<file path="src/rtl/smash_noc_pkg.sv">
// smash_noc_pkg: shared definitions for the SMASH network interface.
//   - Default field widths of a header flit.
//   - Header field MSB helpers. src sits at the top of the flit and dst
//     directly below it. The length field occupies [len_size-1:0].
//   - NI receive FSM state encodings.
package smash_noc_pkg;

    localparam int unsigned DEF_DATA_SIZE = 32;
    localparam int unsigned DEF_ID_SIZE   = 4;
    localparam int unsigned HDR_LEN_SIZE  = 8;

    // Receive FSM encodings (2-bit, legacy values)
    localparam logic [1:0] IDLE    = 2'd0;
    localparam logic [1:0] PAYLOAD = 2'd1;
    localparam logic [1:0] DROP    = 2'd2;

    function automatic int unsigned src_msb(input int unsigned data_size);
        return data_size - 1;
    endfunction

    function automatic int unsigned dst_msb(input int unsigned data_size,
                                            input int unsigned id_size);
        return data_size - 1 - id_size;
    endfunction

endpackage

</file>
<file path="src/rtl/smash_ni_rx_out_reg.sv">
// smash_out_reg: one-entry valid/ready output register carrying
// {last, src, data} towards the core.
//   clk, rst  : clock, synchronous active-high reset
//   load      : capture in_data/in_last/in_src; valid is set
//   src_upd   : refresh src only (header of a new packet), applied only when
//               the held word is gone or leaves this cycle
//   in_*      : incoming word fields
//   ready     : consumer accepts when valid & ready
//   valid, data, last, src : registered outputs
module smash_out_reg
#(
    parameter int unsigned DATA_SIZE = 32,
    parameter int unsigned ID_SIZE   = 4
)
(
    input  logic                 clk,
    input  logic                 rst,
    input  logic                 load,
    input  logic                 src_upd,
    input  logic [DATA_SIZE-1:0] in_data,
    input  logic                 in_last,
    input  logic [ID_SIZE-1:0]   in_src,
    input  logic                 ready,
    output logic                 valid,
    output logic [DATA_SIZE-1:0] data,
    output logic                 last,
    output logic [ID_SIZE-1:0]   src
);

    always_ff @(posedge clk) begin
        if (rst) begin
            valid <= 1'b0;
            data  <= '0;
            last  <= 1'b0;
            src   <= '0;
        end else if (load) begin
            valid <= 1'b1;
            data  <= in_data;
            last  <= in_last;
            src   <= in_src;
        end else begin
            if (ready)
                valid <= 1'b0;
            // src must not change under a word still waiting for ready
            if (src_upd && (!valid || ready))
                src <= in_src;
        end
    end

endmodule

</file>
<file path="src/rtl/smash_ni_rx.sv">
// smash_ni_rx: NI receive side. Pops flits from a first-word-fall-through
// FIFO, parses headers, drops foreign packets and streams payload words to
// the local core over valid/ready with an end-of-packet marker.
//   i_clk, i_rst     : clock, synchronous active-high reset
//   i_fifo_data      : FIFO head flit (valid while i_fifo_empty=0)
//   i_fifo_empty     : FIFO empty flag
//   o_fifo_read      : pop strobe, head consumed at the clock edge
//   o_data/o_last/o_src/o_valid, i_ready : payload stream to the core
//   o_drop           : 1-cycle pulse after a foreign-dst header pop
//   o_err            : 1-cycle pulse after a zero-length header pop
module smash_ni_rx
    import smash_noc_pkg::*;
#(
    parameter int unsigned DATA_SIZE = DEF_DATA_SIZE,
    parameter int unsigned ID_SIZE   = DEF_ID_SIZE,
    parameter int unsigned LEN_SIZE  = HDR_LEN_SIZE,
    parameter int unsigned NODE_ID   = 0
)
(
    input  logic                 i_clk,
    input  logic                 i_rst,
    input  logic [DATA_SIZE-1:0] i_fifo_data,
    input  logic                 i_fifo_empty,
    output logic                 o_fifo_read,
    output logic [DATA_SIZE-1:0] o_data,
    output logic                 o_valid,
    input  logic                 i_ready,
    output logic                 o_last,
    output logic [ID_SIZE-1:0]   o_src,
    output logic                 o_drop,
    output logic                 o_err
);

    localparam int unsigned        SRC_MSB = src_msb(DATA_SIZE);
    localparam int unsigned        DST_MSB = dst_msb(DATA_SIZE, ID_SIZE);
    localparam logic [ID_SIZE-1:0] MY_ID   = ID_SIZE'(NODE_ID);

    logic [1:0]          state;
    logic [LEN_SIZE-1:0] cnt;
    logic [ID_SIZE-1:0]  cur_src;

    logic [ID_SIZE-1:0]  hdr_src;
    logic [ID_SIZE-1:0]  hdr_dst;
    logic [LEN_SIZE-1:0] hdr_len;
    logic                pop;
    logic                hdr_pop;
    logic                len_zero;
    logic                foreign;
    logic                load;
    logic                src_upd;
    logic                last_flit;
    logic [ID_SIZE-1:0]  reg_src_in;

    assign hdr_src = i_fifo_data[SRC_MSB -: ID_SIZE];
    assign hdr_dst = i_fifo_data[DST_MSB -: ID_SIZE];
    assign hdr_len = i_fifo_data[LEN_SIZE-1:0];

    always_comb begin
        pop = 1'b0;
        case (state)
            IDLE:    pop = !i_fifo_empty;
            PAYLOAD: pop = !i_fifo_empty && (!o_valid || i_ready);
            DROP:    pop = !i_fifo_empty;
            default: pop = 1'b0;
        endcase
        // FIFO is reset alongside; never consume a flit during reset
        if (i_rst)
            pop = 1'b0;
    end

    assign o_fifo_read = pop;
    assign hdr_pop     = pop && (state == IDLE);
    assign len_zero    = (hdr_len == '0);
    assign foreign     = (hdr_dst != MY_ID);
    assign load        = pop && (state == PAYLOAD);
    assign src_upd     = hdr_pop && !len_zero && !foreign;
    assign last_flit   = (cnt == LEN_SIZE'(1));
    // header pops offer the fresh src; payload loads carry the latched one
    assign reg_src_in  = (state == IDLE) ? hdr_src : cur_src;

    always_ff @(posedge i_clk) begin
        if (i_rst) begin
            state   <= IDLE;
            cnt     <= '0;
            cur_src <= '0;
            o_drop  <= 1'b0;
            o_err   <= 1'b0;
        end else begin
            o_drop <= hdr_pop && !len_zero && foreign;
            o_err  <= hdr_pop && len_zero;
            case (state)
                IDLE: begin
                    if (hdr_pop && !len_zero) begin
                        cnt <= hdr_len;
                        if (foreign) begin
                            state <= DROP;
                        end else begin
                            state   <= PAYLOAD;
                            cur_src <= hdr_src;
                        end
                    end
                end
                PAYLOAD, DROP: begin
                    if (pop) begin
                        cnt <= cnt - LEN_SIZE'(1);
                        if (last_flit)
                            state <= IDLE;
                    end
                end
                default: state <= IDLE;
            endcase
        end
    end

    smash_out_reg #(
        .DATA_SIZE(DATA_SIZE),
        .ID_SIZE  (ID_SIZE)
    ) u_out_reg (
        .clk    (i_clk),
        .rst    (i_rst),
        .load   (load),
        .src_upd(src_upd),
        .in_data(i_fifo_data),
        .in_last(last_flit),
        .in_src (reg_src_in),
        .ready  (i_ready),
        .valid  (o_valid),
        .data   (o_data),
        .last   (o_last),
        .src    (o_src)
    );

endmodule
</file>
<file path="config.mk">
export PLATFORM = sky130hd
export DESIGN_NAME = smash_ni_rx
export DESIGN_NICKNAME = d
export VERILOG_FILES = /design/src/rtl/smash_noc_pkg.sv /design/src/rtl/smash_ni_rx_out_reg.sv /design/src/rtl/smash_ni_rx.sv
export SDC_FILE = /design/constraint.sdc
export NUM_CORES = 1
export LEC_CHECK = 0
export BUFFER_PORTS_ARGS = -buffer_cell sky130_fd_sc_hd__buf_4
export CAP_MARGIN = 10
export CORE_ASPECT_RATIO = 1.25
export CORE_MARGIN = 2
export CORE_UTILIZATION = 54
export CTS_BUF_LIST = sky130_fd_sc_hd__clkbuf_16
export CTS_CLUSTER_DIAMETER = 100
export DETAILED_ROUTE_END_ITERATION = 10
export PLACE_DENSITY = 0.91
export SLEW_MARGIN = 20
export SYNTH_ARGS = -nofsm -noshare
export SYNTH_HDL_FRONTEND = slang
export SYNTH_SLANG_ARGS = --single-unit
export TNS_END_PERCENT = 5
</file>
<file path="constraint.sdc">
create_clock -name i_clk -period 6 [get_ports i_clk]
set_clock_uncertainty 0.05 [all_clocks]
set_input_delay 0.3 -clock i_clk [delete_from_list [all_inputs] [get_ports i_clk]]
set_output_delay 0.3 -clock i_clk [all_outputs]
set_load 0.03 [all_outputs]
</file>
Word-level counts from Yosys, hierarchy flattened
Cells that the tools add are included.
{ "word_totals": {"in_bits": 36, "output_inout_bits": 41, "word_cells": 56, "regBits": 54} }
{ "classes": {"n_mux": 15, "add_sub_neg": 1, "bitwise_logic": 1, "eq_ne": 6, "n_reduce_logical": 24} }
{ "op_table": {"columns": ["cell", "n"], "rows": [
  ["$mux W8", 2],
  ["$pmux W8 S2", 1],
  ["$mux W4", 3],
  ["$reduce_and A3 Y1", 3],
  ["$eq A8 B1 Y1 const B", 1],
  ["$logic_and A1 B1 Y1", 8],
  ["$logic_not A8 Y1", 1],
  ["$mux W2", 4],
  ["$sub A8 B1 Y8 const B", 1],
  ["$reduce_bool A2 Y1", 3],
  ["$logic_not A1 Y1", 4],
  ["$ne A2 B2 Y1 const B", 2],
  ["$pmux W2 S2", 1],
  ["$reduce_bool A4 Y1", 1],
  ["$reduce_or A2 Y1", 2],
  ["$mux W1", 3],
  ["$eq A2 B1 Y1 const B", 1],
  ["$eq A2 B2 Y1 const B", 1],
  ["$logic_not A2 Y1", 1],
  ["$ne A2 B1 Y1 const B", 1],
  ["$pmux W1 S2", 1],
  ["$logic_or A1 B1 Y1", 1],
  ["$not A1 Y1", 1]
]} }

Longest topological paths before layout
{ "depth": {"ltp_word": 11, "ltp_mapped": 8, "depth_no_buf": 7} }

Modules after synthesis
Synthesis repeated with hierarchy kept, for this count alone.
{ "hier_totals": {"cells_unflattened": 253, "area_unflattened_um2": 2532.4} }
{ "by_module_without_submodules": {"columns": ["module", "instances", "area_per_inst_um2", "seq_area_each_um2", "cells_per_inst"], "rows": [
  ["smash_out_reg", 1, 1435.1, 760.7, 128],
  ["smash_ni_rx", 1, 1097.3, 320.3, 125]
]} }

Least setup slack after synthesis
Ideal clock, no wire load.
{ "synth_path": {"path_kind": "reg2reg", "from": "reg state[0]", "to": "reg u_out_reg.src[0]", "path_buffers": 0, "slack_ns": 4.123, "arrival_ns": 1.701, "required_time_ns": 5.824, "period_less_slack_ns": 1.877, "setup_time_ns": 0.126, "path_stages_with_launch": 7, "cell_sequence": "dfxtp_1 > ha_1 > or4b_4 > a211oi_4 > a21oi_2 > nand3b_1 > o21ai_1"} }
{ "synth_via": {"elab_chain_cells": 9, "elab_cells_between_ends": 15, "cone_classes": "eq/ne (2); mux (5); reduce/logical (8)"} }
{ "synth_lines": {"columns": ["element", "line", "rtl"], "rows": [
  ["start, declared", "smash_ni_rx.sv:38", "logic [1:0] state;"],
  ["start signal, assigned", "smash_ni_rx.sv:83", "state <= IDLE;"],
  ["start signal, assigned", "smash_ni_rx.sv:96", "state <= DROP;"],
  ["start signal, assigned", "smash_ni_rx.sv:98", "state <= PAYLOAD;"],
  ["$eq A2 B2 Y1 or $logic_not A2 Y1 (tied branches)", "smash_ni_rx.sv:60, smash_ni_rx.sv:72, smash_ni_rx.sv:79", null],
  ["$reduce_or A2 Y1 (no source line)", null, null],
  ["$pmux W1 S2", "smash_ni_rx.sv:60", "case (state)"],
  ["$mux W1", "smash_ni_rx.sv:67", "if (i_rst)"],
  ["$logic_and A1 B1 Y1", "smash_ni_rx.sv:72", "assign hdr_pop = pop && (state == IDLE);"],
  ["$logic_and A1 B1 Y1 (2 in a row)", "smash_ni_rx.sv:76", "assign src_upd = hdr_pop && !len_zero && !foreign;"],
  ["$logic_and A1 B1 Y1", "smash_ni_rx_out_reg.sv:45", "if (src_upd && (!valid || ready))"],
  ["$reduce_bool A2 Y1 (no source line)", null, null],
  ["end signal, assigned", "smash_ni_rx_out_reg.sv:40", "src <= in_src;"],
  ["end signal, assigned", "smash_ni_rx_out_reg.sv:46", "src <= in_src;"],
  ["end, declared", "smash_ni_rx_out_reg.sv:27", "output logic [ID_SIZE-1:0] src"]
]} }
Parallel ways exist; a longest one is shown, timed or not. The select of a mux whose other input is x is not followed.
A chain may end at the register's enable or synchronous reset.

Worst setup path after layout
{ "layout_path": {"from": "reg state[0]", "to": "reg u_out_reg.src[2]"} }
The elaborated chain is that of the path after synthesis.

==> flow_metrics.env <==
export IMPL_multi_input_area_um2=1140
export IMPL_slew_headroom=0.332
export IMPL_insertion_delay_ns=0.29
export IMPL_ff_latch_area_um2=1080
export IMPL_syn_inst=280
export IMPL_synth_area_top_cells="dfxtp_1, nand2_1, a21oi_1, mux2i_1, ha_1"
export IMPL_power_density_nw_per_um2=307
export IMPL_synth_compound_area_frac=0.189
export IMPL_final_setup_worst_slack_ns=3.33
export IMPL_synth_seq_cells=54
export IMPL_cts_resized_gates=0
export IMPL_clkSlewWorstSetupHoldPaths_ns=0.07
export IMPL_netlist_area_leader_share=0.462
export IMPL_reg2reg_from="state[0]$_SDFFE_PP0P_"
export IMPL_max_stage_delay_ns=0.64
export IMPL_netlist_area_um2=2340
export IMPL_io_buffers=76
export IMPL_route_detailed_drc=0
export IMPL_die_area_um2=4880
export IMPL_worstSetupStartpointType="flop"
export IMPL_cts_hold_fix_buffers=0
export IMPL_antenna_found_initial=0
export IMPL_synthTopCellsByCount="nand2_1, dfxtp_1, a21oi_1"
export IMPL_leakage_nw=1.27
export IMPL_synth_simple_gate_area_frac=0.224
export IMPL_final_area_um2=3080
export IMPL_cts_buffers=5
export IMPL_crit_family="compound AO/OA/AOI/OAI gates"
export IMPL_finalSetupViolations=0
export IMPL_dpl_cell_area_um2=2910
export IMPL_synth_edf_count=0
export IMPL_ios=77
export IMPL_antennaDiodeCount=0
export IMPL_end_kind="flop"
export IMPL_ys_flop_type="dfxtp_1"
export IMPL_drive_above_1_share=0.266
export IMPL_fin_crit_ns=2.67
export IMPL_h_tree_depth=2
export IMPL_fmax_mhz=374
export IMPL_hold_depth=3
export IMPL_critPathArrivalTime_ns=2.84
export IMPL_status="finished clean"
export IMPL_path_max_fanout=33
export IMPL_synth_top_family_by_area="simple AND/OR/NAND/NOR gates"
export IMPL_slew_violations=0
export IMPL_via_per_inst=5.57
export IMPL_tns_ns=0
export IMPL_wire_per_inst_um=13.9
export IMPL_hold_viol_final=0
export IMPL_die_h_um=77.6
export IMPL_grt_start_max_net_pins=57
export IMPL_vias=2255
export IMPL_crit_buf_inv=1
export IMPL_period_share=0.445
export IMPL_yosysWarningCount=0
export IMPL_routed_wl_um=5610
export IMPL_hold_worst_slack_ns=0.207
export IMPL_hold_class="input pin to flop"
export IMPL_muxShareOfSynthArea=0.0427
export IMPL_critical_path_required_ns=6.17
export IMPL_worstSetupPathType="flop to flop"
export IMPL_place_ws_ns=3.42
export IMPL_syn_area_per_cell_um2=8.37
export IMPL_rows=26
export IMPL_grtUsageTotal=0.239
export IMPL_grt_pass1_vias=2143
export IMPL_r2r_setup_slack_ns=3.33
export IMPL_grt_pass1_wl_um=9490
export IMPL_crit_chain="inv_1 > ha_1 > or2_1 > o211a_1 > a21oi_2 > nand3b_1 > o21ai_1"
export IMPL_synthAdderAreaFrac=0.0321
export IMPL_yosysSeqAreaShare=0.462
export IMPL_final_nets=390
export IMPL_nFillCells=305
export IMPL_yosysMostFrequentCell="nand2_1"
export IMPL_rsz0062_at_grt="no"
export IMPL_peakVddDrop_uv=198
export IMPL_whs_endpoint="u_out_reg.data[20]$_SDFFE_PP0P_"
export IMPL_critPathSlowestCell="o211a_1"
export IMPL_tightestPinTransition_ns=1.00
export IMPL_drt_initial_drc_count=118
export IMPL_syn_nets=322
export IMPL_cts_root_buffer="clkbuf_16"
export IMPL_post_cts_buffers=0
export IMPL_dp_cells=397
export IMPL_drv_cap=0
export IMPL_synthToLayoutAreaGrowth_pct=31.4
export IMPL_async_flop_share=0
export IMPL_yosysUniqueCellTypes=38
export IMPL_cts_sinks=54
export IMPL_clockBufferDepth=2
export IMPL_synth_xor_area_frac=0
export IMPL_overflow=0
export IMPL_r2r_cells=7
export IMPL_min_from="i_fifo_data[20]"
export IMPL_dp_hpwl_um=3950
export IMPL_timing_rr_end="u_out_reg.src[2]$_SDFFE_PP0P_"
export IMPL_ant_nets=0
export IMPL_fin_cells=405
export IMPL_cts_tree="done"
export IMPL_place_gp_congestion=0.887
export IMPL_synth_top_cell_by_area="dfxtp_1"
export IMPL_firstDrtPassIters=4
export IMPL_die_w_um=62.9
export IMPL_core_area_um2=4130
export IMPL_start_util=0.567
-- power breakdown --
group	switching, mW	internal, mW
registers	0.0162	0.380
logic	0.142	0.0903
clock network	0.121	0.194
total	0.280	0.664
-- cell type report --
class                      count  area share
sequential                    54       0.351
inverter                      11      0.0134
timing repair buffer          77       0.188
clock buffer                   5      0.0407
clock inverter                 3      0.0122
tap                           56      0.0228
multi-input combinational    199       0.372
-- kinds of logic after synthesis --
logic type               count (synthesis)
multiplexers                            10
flip-flops                              54
buffers and inverters                   27
adder cells (fa/ha/maj)                  6
AND/OR/NAND/NOR                        112
AO/OA/AOI/OAI                           71
-- worst max-delay path by stage --
stage / cells after the start / start / end
6_report: 7 / state[0]$_SDFFE_PP0P_ / u_out_reg.src[2]$_SDFFE_PP0P_
5_1_grt: 7 / state[1]$_SDFFE_PP0P_ / u_out_reg.src[0]$_SDFFE_PP0P_
4_1_cts: 7 / state[0]$_SDFFE_PP0P_ / u_out_reg.src[1]$_SDFFE_PP0P_
3_5_place_dp: 7 / state[0]$_SDFFE_PP0P_ / u_out_reg.src[1]$_SDFFE_PP0P_
3_3_place_gp: 7 / state[0]$_SDFFE_PP0P_ / u_out_reg.src[3]$_SDFFE_PP0P_
2_1_floorplan: 6 / state[0]$_SDFFE_PP0P_ / u_out_reg.src[0]$_SDFFE_PP0P_
-- cell usage in the layout (no fill, tap or decap), types with 2 or more instances in the layout --
cell and count:
nor4_2 2, buf_4 77, o21ai_0 3, a311o_1 2
or3_1 2, o32ai_1 6, nand2_1 72, inv_1 13
nor2_1 12, nor4_1 2, ha_1 6, nor2b_1 5
mux2i_1 10, a31oi_1 4, dfxtp_1 54, nand3b_1 4
o21ai_1 6, nand3_1 2, nor3_1 3, clkbuf_16 5
a21oi_1 43
-- layer usage --
| layer | part of all wire | wire length, µm | global-route usage | vias to the layer above |
|---|---|---|---|---|
| met5 | 0 | 0 | 0 | - |
| met4 | 0.025 | 140 | 0.107 | 0 |
| met3 | 0.067 | 375 | 0.0652 | 14 |
| met2 | 0.50 | 2810 | 0.387 | 94 |
| met1 | 0.41 | 2280 | 0.297 | 1054 |
| li1 | - | - | - | 1093 |
-- flip-flops by register name (all words and copies together) (netlist names) --
| name | count |
|---|---|
| u_out_reg.data | 32 |
| cnt | 8 |
| cur_src | 4 |
| u_out_reg.src | 4 |
| state | 2 |
| o_drop | 1 |
| o_err | 1 |
| u_out_reg.last | 1 |
| u_out_reg.valid | 1 |
-- per-stage QoR --
stage | power, mW | util
after floorplan | 0.571 | -
after detailed placement | 0.626 | 0.705
after global routing | 0.985 | 0.745
final | 0.944 | 0.745
after global placement | 0.618 | 0.705
after CTS | 0.941 | 0.745
-- worst reg2reg max path: stages, from the launching register on --
cell and delay [ns]:
dfxtp_1 0.36, inv_1 0.09, ha_1 0.39, or2_1 0.37, o211a_1 0.64, a21oi_2 0.48, nand3b_1 0.13, o21ai_1 0.09
Note: power is estimated with default switching activity, not from simulation.
